## config.mk

```make
export PLATFORM = sky130hd
export DESIGN_NAME = modulo_avaliador_ataque
export DESIGN_NICKNAME = d
export VERILOG_FILES = /design/src/rtl/modulo_avaliador_ataque.sv
export SDC_FILE = /design/constraint.sdc
export NUM_CORES = 1
export LEC_CHECK = 0
export CORE_ASPECT_RATIO = 0.75
export CORE_MARGIN = 4
export CORE_UTILIZATION = 50
export DETAILED_ROUTE_END_ITERATION = 10
export GPL_ROUTABILITY_DRIVEN = 0
export PLACE_DENSITY_LB_ADDON = 0.25
export RECOVER_POWER = 50
export SLEW_MARGIN = 10
export SYNTH_ARGS = -nofsm -noshare
export SYNTH_HDL_FRONTEND = slang
export SYNTH_SLANG_ARGS = --single-unit
```

## constraint.sdc

```tcl
create_clock -name clk -period 4.3 [get_ports clk]
set_input_delay 0.43 -clock clk [delete_from_list [all_inputs] [get_ports clk]]
set_output_delay 0.43 -clock clk [all_outputs]
set_load 0.01 [all_outputs]
```

## src/rtl/modulo_avaliador_ataque.sv

```systemverilog
// Attack evaluator for the naval-battle board: judges each confirmed attack and holds the result colour.
// Optional macro MISS_LIMIT_EN: after MAX_MISSES misses the game ends as a loss.
module modulo_avaliador_ataque #(
   parameter int SHOW_CYCLES = 25000000,
   parameter int MAX_MISSES  = 20
) (
   input  logic        clk,
   input  logic        clr,
   input  logic        board_load,
   input  logic [34:0] board,
   input  logic        atk_valid,
   input  logic [2:0]  atk_row,
   input  logic [2:0]  atk_col,
   output logic        busy,
   output logic        result_valid,
   output logic [1:0]  rgb_output,
   output logic [5:0]  hits_remaining,
   output logic [5:0]  miss_count,
   output logic [34:0] attack_map,
   output logic [34:0] hit_map,
   output logic        game_over
);

   localparam int CNT_W = (SHOW_CYCLES > 1) ? $clog2(SHOW_CYCLES) : 1;
   localparam logic [CNT_W-1:0] SHOW_LOAD = CNT_W'(SHOW_CYCLES - 1);

   // Without the limit the threshold sits beyond the saturating counter, so misses never end a game.
`ifdef MISS_LIMIT_EN
   localparam int MISS_LIMIT = MAX_MISSES;
`else
   localparam int MISS_LIMIT = MAX_MISSES + 64;
`endif

   localparam logic [1:0] S_IDLE      = 2'd0;
   localparam logic [1:0] S_CHECK     = 2'd1;
   localparam logic [1:0] S_SHOW      = 2'd2;
   localparam logic [1:0] S_GAME_OVER = 2'd3;

   localparam logic [1:0] RGB_OFF  = 2'b00;
   localparam logic [1:0] RGB_MISS = 2'b01;
   localparam logic [1:0] RGB_HIT  = 2'b10;
   localparam logic [1:0] RGB_BAD  = 2'b11;

   function automatic logic [5:0] popcount35(input logic [34:0] v);
      logic [5:0] n;
      n = '0;
      for (int i = 0; i < 35; i++) n = n + {5'd0, v[i]};
      return n;
   endfunction

   function automatic logic [5:0] sat_inc6(input logic [5:0] v);
      return (v == 6'h3F) ? v : v + 6'd1;
   endfunction

   logic [1:0]       state;
   logic [CNT_W-1:0] show_cnt;
   logic [34:0]      board_q;
   logic [2:0]       atk_row_p0;
   logic [2:0]       atk_col_p0;

   logic             coord_ok;
   logic [5:0]       cell_lin;
   logic [5:0]       cell_idx;
   logic [34:0]      cell_mask;
   logic             is_repeat;
   logic             is_hit;
   logic             miss_limit_hit;

   // Bit 34 is row 0 / col 0, so the linear cell number counts down from the MSB.
   assign coord_ok       = (atk_row_p0 <= 3'd6) && (atk_col_p0 <= 3'd4);
   assign cell_lin       = ({3'd0, atk_row_p0} * 6'd5) + {3'd0, atk_col_p0};
   assign cell_idx       = 6'd34 - cell_lin;
   assign cell_mask      = coord_ok ? (35'd1 << cell_idx) : '0;
   assign is_repeat      = |(attack_map & cell_mask);
   assign is_hit         = |(board_q & cell_mask);
   assign miss_limit_hit = (32'(miss_count) >= MISS_LIMIT);

   assign busy      = (state != S_IDLE);
   assign game_over = (state == S_GAME_OVER);

   always_ff @(posedge clk or negedge clr) begin
      if (!clr) begin
         state          <= S_IDLE;
         show_cnt       <= '0;
         board_q        <= '0;
         atk_row_p0     <= '0;
         atk_col_p0     <= '0;
         attack_map     <= '0;
         hit_map        <= '0;
         hits_remaining <= '0;
         miss_count     <= '0;
         rgb_output     <= RGB_OFF;
         result_valid   <= 1'b0;
      end else begin
         result_valid <= 1'b0;
         if (board_load) begin
            board_q        <= board;
            attack_map     <= '0;
            hit_map        <= '0;
            miss_count     <= '0;
            hits_remaining <= popcount35(board);
            rgb_output     <= RGB_OFF;
            show_cnt       <= '0;
            state          <= (popcount35(board) != 6'd0) ? S_IDLE : S_GAME_OVER;
         end else begin
            case (state)
               S_IDLE: begin
                  if (atk_valid) begin
                     atk_row_p0 <= atk_row;
                     atk_col_p0 <= atk_col;
                     state      <= S_CHECK;
                  end
               end
               S_CHECK: begin
                  result_valid <= 1'b1;
                  show_cnt     <= SHOW_LOAD;
                  state        <= S_SHOW;
                  if (!coord_ok || is_repeat) begin
                     rgb_output <= RGB_BAD;
                  end else if (is_hit) begin
                     attack_map     <= attack_map | cell_mask;
                     hit_map        <= hit_map | cell_mask;
                     hits_remaining <= hits_remaining - 6'd1;
                     rgb_output     <= RGB_HIT;
                  end else begin
                     attack_map <= attack_map | cell_mask;
                     miss_count <= sat_inc6(miss_count);
                     rgb_output <= RGB_MISS;
                  end
               end
               S_SHOW: begin
                  if (show_cnt == '0) begin
                     // A sunk fleet wins even if the same shot also reached the miss limit.
                     if (hits_remaining == 6'd0) begin
                        rgb_output <= RGB_HIT;
                        state      <= S_GAME_OVER;
                     end else if (miss_limit_hit) begin
                        rgb_output <= RGB_MISS;
                        state      <= S_GAME_OVER;
                     end else begin
                        rgb_output <= RGB_OFF;
                        state      <= S_IDLE;
                     end
                  end else begin
                     show_cnt <= show_cnt - 1'b1;
                  end
               end
               default: ;
            endcase
         end
      end
   end

endmodule

```

# [Word-level counts from Yosys, hierarchy flattened]
# Cells that the tools add are included.
[classes] eq_ne=10 shift=1 muxes=34 n_bitwise=5 reduce_logical=21 n_addsub=39 order_cmp=2 n_mul=1
[ops] cell="$mux W35" n=8
[ops] cell="$add A6 B1 Y6" n=29
[ops] cell="$and A35 B35 Y35" n=2
[ops] cell="$or A35 B35 Y35" n=2
[ops] cell="$reduce_or A35 Y1" n=2
[ops] cell="$mux W6" n=9
[ops] cell="$mux W25" n=2
[ops] cell="$pmux W25 S2" n=1
[ops] cell="$shl A1 B6 Y35 const A" n=1
[ops] cell="$logic_not A25 Y1" n=1
[ops] cell="$sub A25 B1 Y25 const B" n=1
[ops] cell="$mux W2" n=10
[ops] cell="$ne A3 B3 Y1 const B" n=3
[ops] cell="$reduce_and A3 Y1" n=3
[ops] cell="$add A5 B1 Y6" n=1
[ops] cell="$add A6 B1 Y6 const B" n=1
[ops] cell="$add A6 B3 Y6" n=1
[ops] cell="$eq A6 B6 Y1 const B" n=1
[ops] cell="$le A3 B3 Y1 const B" n=2
[ops] cell="$logic_not A6 Y1" n=1
[ops] cell="$mul A3 B3 Y6 const B" n=1
[ops] cell="$ne A2 B2 Y1 const B" n=3
[ops] cell="$pmux W2 S3" n=1
[ops] cell="$reduce_and A2 Y1" n=3
[ops] cell="other kinds (20)" n=24
[totals] in_bits=45 output_inout_bits=87 wordCells=124 reg_bits=153

# [Logic depth before layout (Yosys ltp)]
[logic_depth] word_depth=37 depth_mapped=20 depth_no_buf=20

# [Least setup slack after synthesis]
# OpenSTA, ideal clock, no wires.
[synth_timing] path_kind="input-to-reg" startpoint="input board[11]" endpoint="register state[1]" path_buffers=0 arrival_time_ps=5016 cell_stages=20 setup_slack_ps=-795 setup_time_ps=79 required_ps=4221 path_cell_list="inv_1 > fa_1 > inv_1 > fa_1 > inv_1 > fa_1 > fa_1 > fa_1 > fa_1 > inv_1 > fa_1 > inv_1 > fa_1 > inv_1 > a21o_1 > a21oi_1 > xor2_1 > nor4_1 > a31oi_1 > mux2i_1"
[synth_via] elab_chain_cells=27
[synth_lines] element="from (decl)" line="10" text="input logic [34:0] board,"
[synth_lines] element="$add A6 B1 Y6 (24 in a row)" line="47" text="for (int i = 0; i < 35; i++) n = n + {5'd0, v[i]};"
[synth_lines] element="$reduce_bool A6 Y1" line="104" text="state <= (popcount35(board) != 6'd0) ? S_IDLE : S_GAME_OVER;"
[synth_lines] element="$mux W2" line="104"
[synth_lines] element="$mux W2" line="96" text="if (board_load) begin"
[synth_lines] element="to (signal assigned)" line="104"
[synth_lines] element="to (decl)" line="55" text="logic [1:0] state;"
# Every way passes these cells.
# A chain may end at the register's enable or synchronous reset.

# [Worst setup path after layout]
[layout_timing] startpoint="input board[17]" endpoint="register state[1]"
[layout_via] elab_chain_cells=21
[layout_lines] element="$add A6 B1 Y6 (18 in a row)" line="47"
[layout_lines] element="$reduce_bool A6 Y1" line="104"
[layout_lines] element="$mux W2" line="104"
[layout_lines] element="$mux W2" line="96"
# Every way passes these cells.

==> metrics <==
Final Cycle Share 113%; WHS 0.246 ns; fmax 205 MHz; Vias 7638; initial antenna violation count 1; grt total ovfl 0; Post-Synth Adder-Cell Area 9.49%; Yosys cell types 83; # rows 42; Seq/Total Area, Yosys 42.5%; clk_lat worst skew 0.44 ns; port bufs 131; DR pass1 iterations 5; pins over their slew limit 107; CTS sink cnt 153; # setup viols final 7; die area 0.0203 sq mm; Mean Syn Cell Area 10.3 sq um; post-route worst setup slack -0.569 ns; Tmin final 4.87 ns; async set-reset flop share out of synthesis 100%; final hold violation count 0; Syn Inst Count 879; RSZ-0062 raised after global routing true; Std-Cell Core Area 0.0177 sq mm; endpoint class of the critical path register; Hold Buf Count CTS 0; Final nets 1130; Die H 124 um; Primary FF master, synth dfrtp_1; hold wc startpoint board[17]; largest net degree at the start of global routing 107; Cell Area, Synth 0.00901 sq mm; detailed-route DRC error count 0; area share of xor/xnor cells in the synthesized design 1.26%; total CTS buffers 17; largest family of logic cells by synthesized area simple AND/OR/NAND/NOR gates; initial DRC count 639; H-tree levels 4; drt via density 5.93; Rel. slew slack -76.2%; worst-margin pin slew 2.64 ns; Routed Antenna Nets 0; die width 163 um; arrival time at the worst endpoint 5.22 ns; violated checks max-capacitance violations, max-slew violations, negative setup slack; setup TNS -2.49 ns; clk slew on worst S/H paths 0.07 ns; WP data required 4.65 ns; EDFF count, synth 0; CTS Buffer Depth 2; Max Cap Viol 1; Synth Warn # 0; mux contribution to synthesized area 7.12%; initial core utilization 51.0%; CTS tree yes; FF-to-FF Start atk_row_p0[0]; crit path kind in -> reg; outcome finished with violations; # fillers 1408; Mapped Nets 975; hpwl dp 17.7 mm; clock root buffer clkbuf_16; CP Max Fanout 2; diode count 0; routed wire length 25.6 mm; first-pass GRT wire length 40.5 mm; Synth Area in Compound Gates 15.2%; drt wl/cell 19.8 um; Total GRT Usage 25.1%; Yosys reg bits 153; vias in the first global route 7410; crit path launch type input pin; Crit. Startpoint board[17]; io pins 132; area grow syn2layout 28.0%; share of cells above drive strength 1 21.0%; worst clock skew 0.0111 ns; worst hold path class in -> reg; Synth Area in Simple Gates 17.4%
==> cell families (layout without fill, tap and decap cells) <==
group,Yosys count,after routing
flops,153,153
buf+inv,143,311
fa+ha+maj,51,51
mux,57,57
xor+xnor,13,13
compound gates,189,189
simple gates,273,273
==> sequential cells by signal, summed over array words and instances (netlist names) <==
signal,flops
result_valid,1
hits_remaining,6
atk_row_p0,3
attack_map,35
board_q,35
show_cnt,25
rgb_output,2
state,2
atk_col_p0,3
miss_count,6
hit_map,35
==> critical path, stage by stage <==
cell and delay [ns]:
buf_6 0.10, fa_1 0.54, inv_2 0.04, fa_2 0.56, fa_1 0.44, fa_1 0.53
fa_1 0.43, fa_1 0.51, inv_2 0.04, fa_2 0.35, inv_2 0.07, fa_2 0.20
inv_2 0.03, a21o_1 0.16, a21oi_2 0.18, xor2_2 0.11, nor4_4 0.31, a31oi_1 0.06
mux2i_1 0.13
==> metal layers <==
metal  vias to the layer above  track usage [%]  routed length, um
li1                       3450                -                  -
met1                      3763             37.3              11500
met2                       382             36.4              11300
met3                        41             6.95               2290
met4                         2             6.61                475
met5                         -                0                 13
==> Yosys cell counts (all sizes together), types with 5 or more instances <==
cell / instances / area share (%)
a211oi: 16 / 1.5
a21oi: 19 / 1.1
a31oi: 43 / 3.1
a41oi: 7 / 0.68
and2: 5 / 0.35
and3: 10 / 0.81
buf: 29 / 2.3
clkbuf: 28 / 1.2
dfrtp: 153 / 42
fa: 29 / 6.4
ha: 22 / 3.1
inv: 85 / 3.5
mux2: 48 / 6.1
mux2i: 9 / 1.0
nand2: 41 / 1.9
nand2b: 10 / 0.69
nand3: 31 / 1.8
nand4: 9 / 0.79
nor2: 88 / 3.7
nor2b: 9 / 0.62
nor3: 12 / 0.72
nor3b: 8 / 0.72
nor4: 7 / 0.82
o211ai: 9 / 0.81
o21ai: 31 / 1.7
o2bb2ai: 34 / 3.3
or3: 5 / 0.35
or4: 6 / 0.50
xnor2: 7 / 0.68
xor2: 6 / 0.58
==> metrics by stage <==
| step | std cells | cell area, sq um | worst slack, ns | utilization, % |
|---|---|---|---|---|
| after floorplan | 879 | 9030 | -0.699 | - |
| after global placement | 1244 | 10700 | -1.55 | 60.7 |
| after detailed placement | 1244 | 10700 | -1.62 | 60.7 |
| after CTS | 1277 | 11300 | -0.614 | 64.2 |
| after global routing | 1289 | 11500 | -0.724 | 65.3 |
| final | 1289 | 11500 | -0.569 | 65.3 |
==> final cells by class <==
class	count	area, sq um	share of cell area (%)
sequential	153	3830	33.2
tap	242	303	2.62
multi-input combinational	583	4680	40.6
clock inverter	15	180	1.56
clock buffer	17	425	3.69
inverter	86	330	2.86
timing repair buffer	193	1790	15.5
==> layout by cell type, fill, tap and decap left out, drive strengths merged, types with 5 or more instances in the layout <==
cell type / Yosys / layout
dfrtp: 153 / 153
inv: 85 / 94
buf: 29 / 73
o2bb2ai: 34 / 34
nor2: 88 / 88
clkinv: 1 / 5
xor2: 6 / 6
and3: 10 / 10
clkbuf: 28 / 22
nand3: 31 / 31
mux2: 48 / 48
clkdlybuf4s50: 0 / 111
nand2b: 10 / 10
or4: 6 / 6
nor2b: 9 / 9
or3: 5 / 5
a21oi: 19 / 19
nand2: 41 / 41
fa: 29 / 29
a41oi: 7 / 7
o21ai: 31 / 31
o211ai: 9 / 9
mux2i: 9 / 9
and2: 5 / 5
a31oi: 43 / 43
nor3b: 8 / 8
nor3: 12 / 12
nor4: 7 / 7
ha: 22 / 22
nand4: 9 / 9
xnor2: 7 / 7
a211oi: 16 / 16
==> worst paths after layout <==
kind | end | slack [ns] | cells past startpoint
hold reg to reg | hit_map[29] | 0.49 | 1
hold / removal | board_q[17] | 0.25 | 2
setup / recovery | state[1] | -0.57 | 19
min in group asynchronous | board_q[13] | 0.78 | 1
setup reg to reg | miss_count[3] | 0.07 | 15
max in group asynchronous | board_q[25] | 1.06 | 2
==> repair_timing <==
| action | 4_1_cts | 5_1_grt |
|---|---|---|
| gates cloned | 0 | 1 |
| gates resized for setup | 75 | 38 |
| buffers inserted | 1 | 11 |
| endpoints found under the hold margin | 0 | 0 |
| setup endpoints to repair | 13 | 79 |
| pin swaps | 20 | 29 |
Power is not shown: default switching activity piles up to over one toggle a cycle in this logic, so the estimate is an artifact.
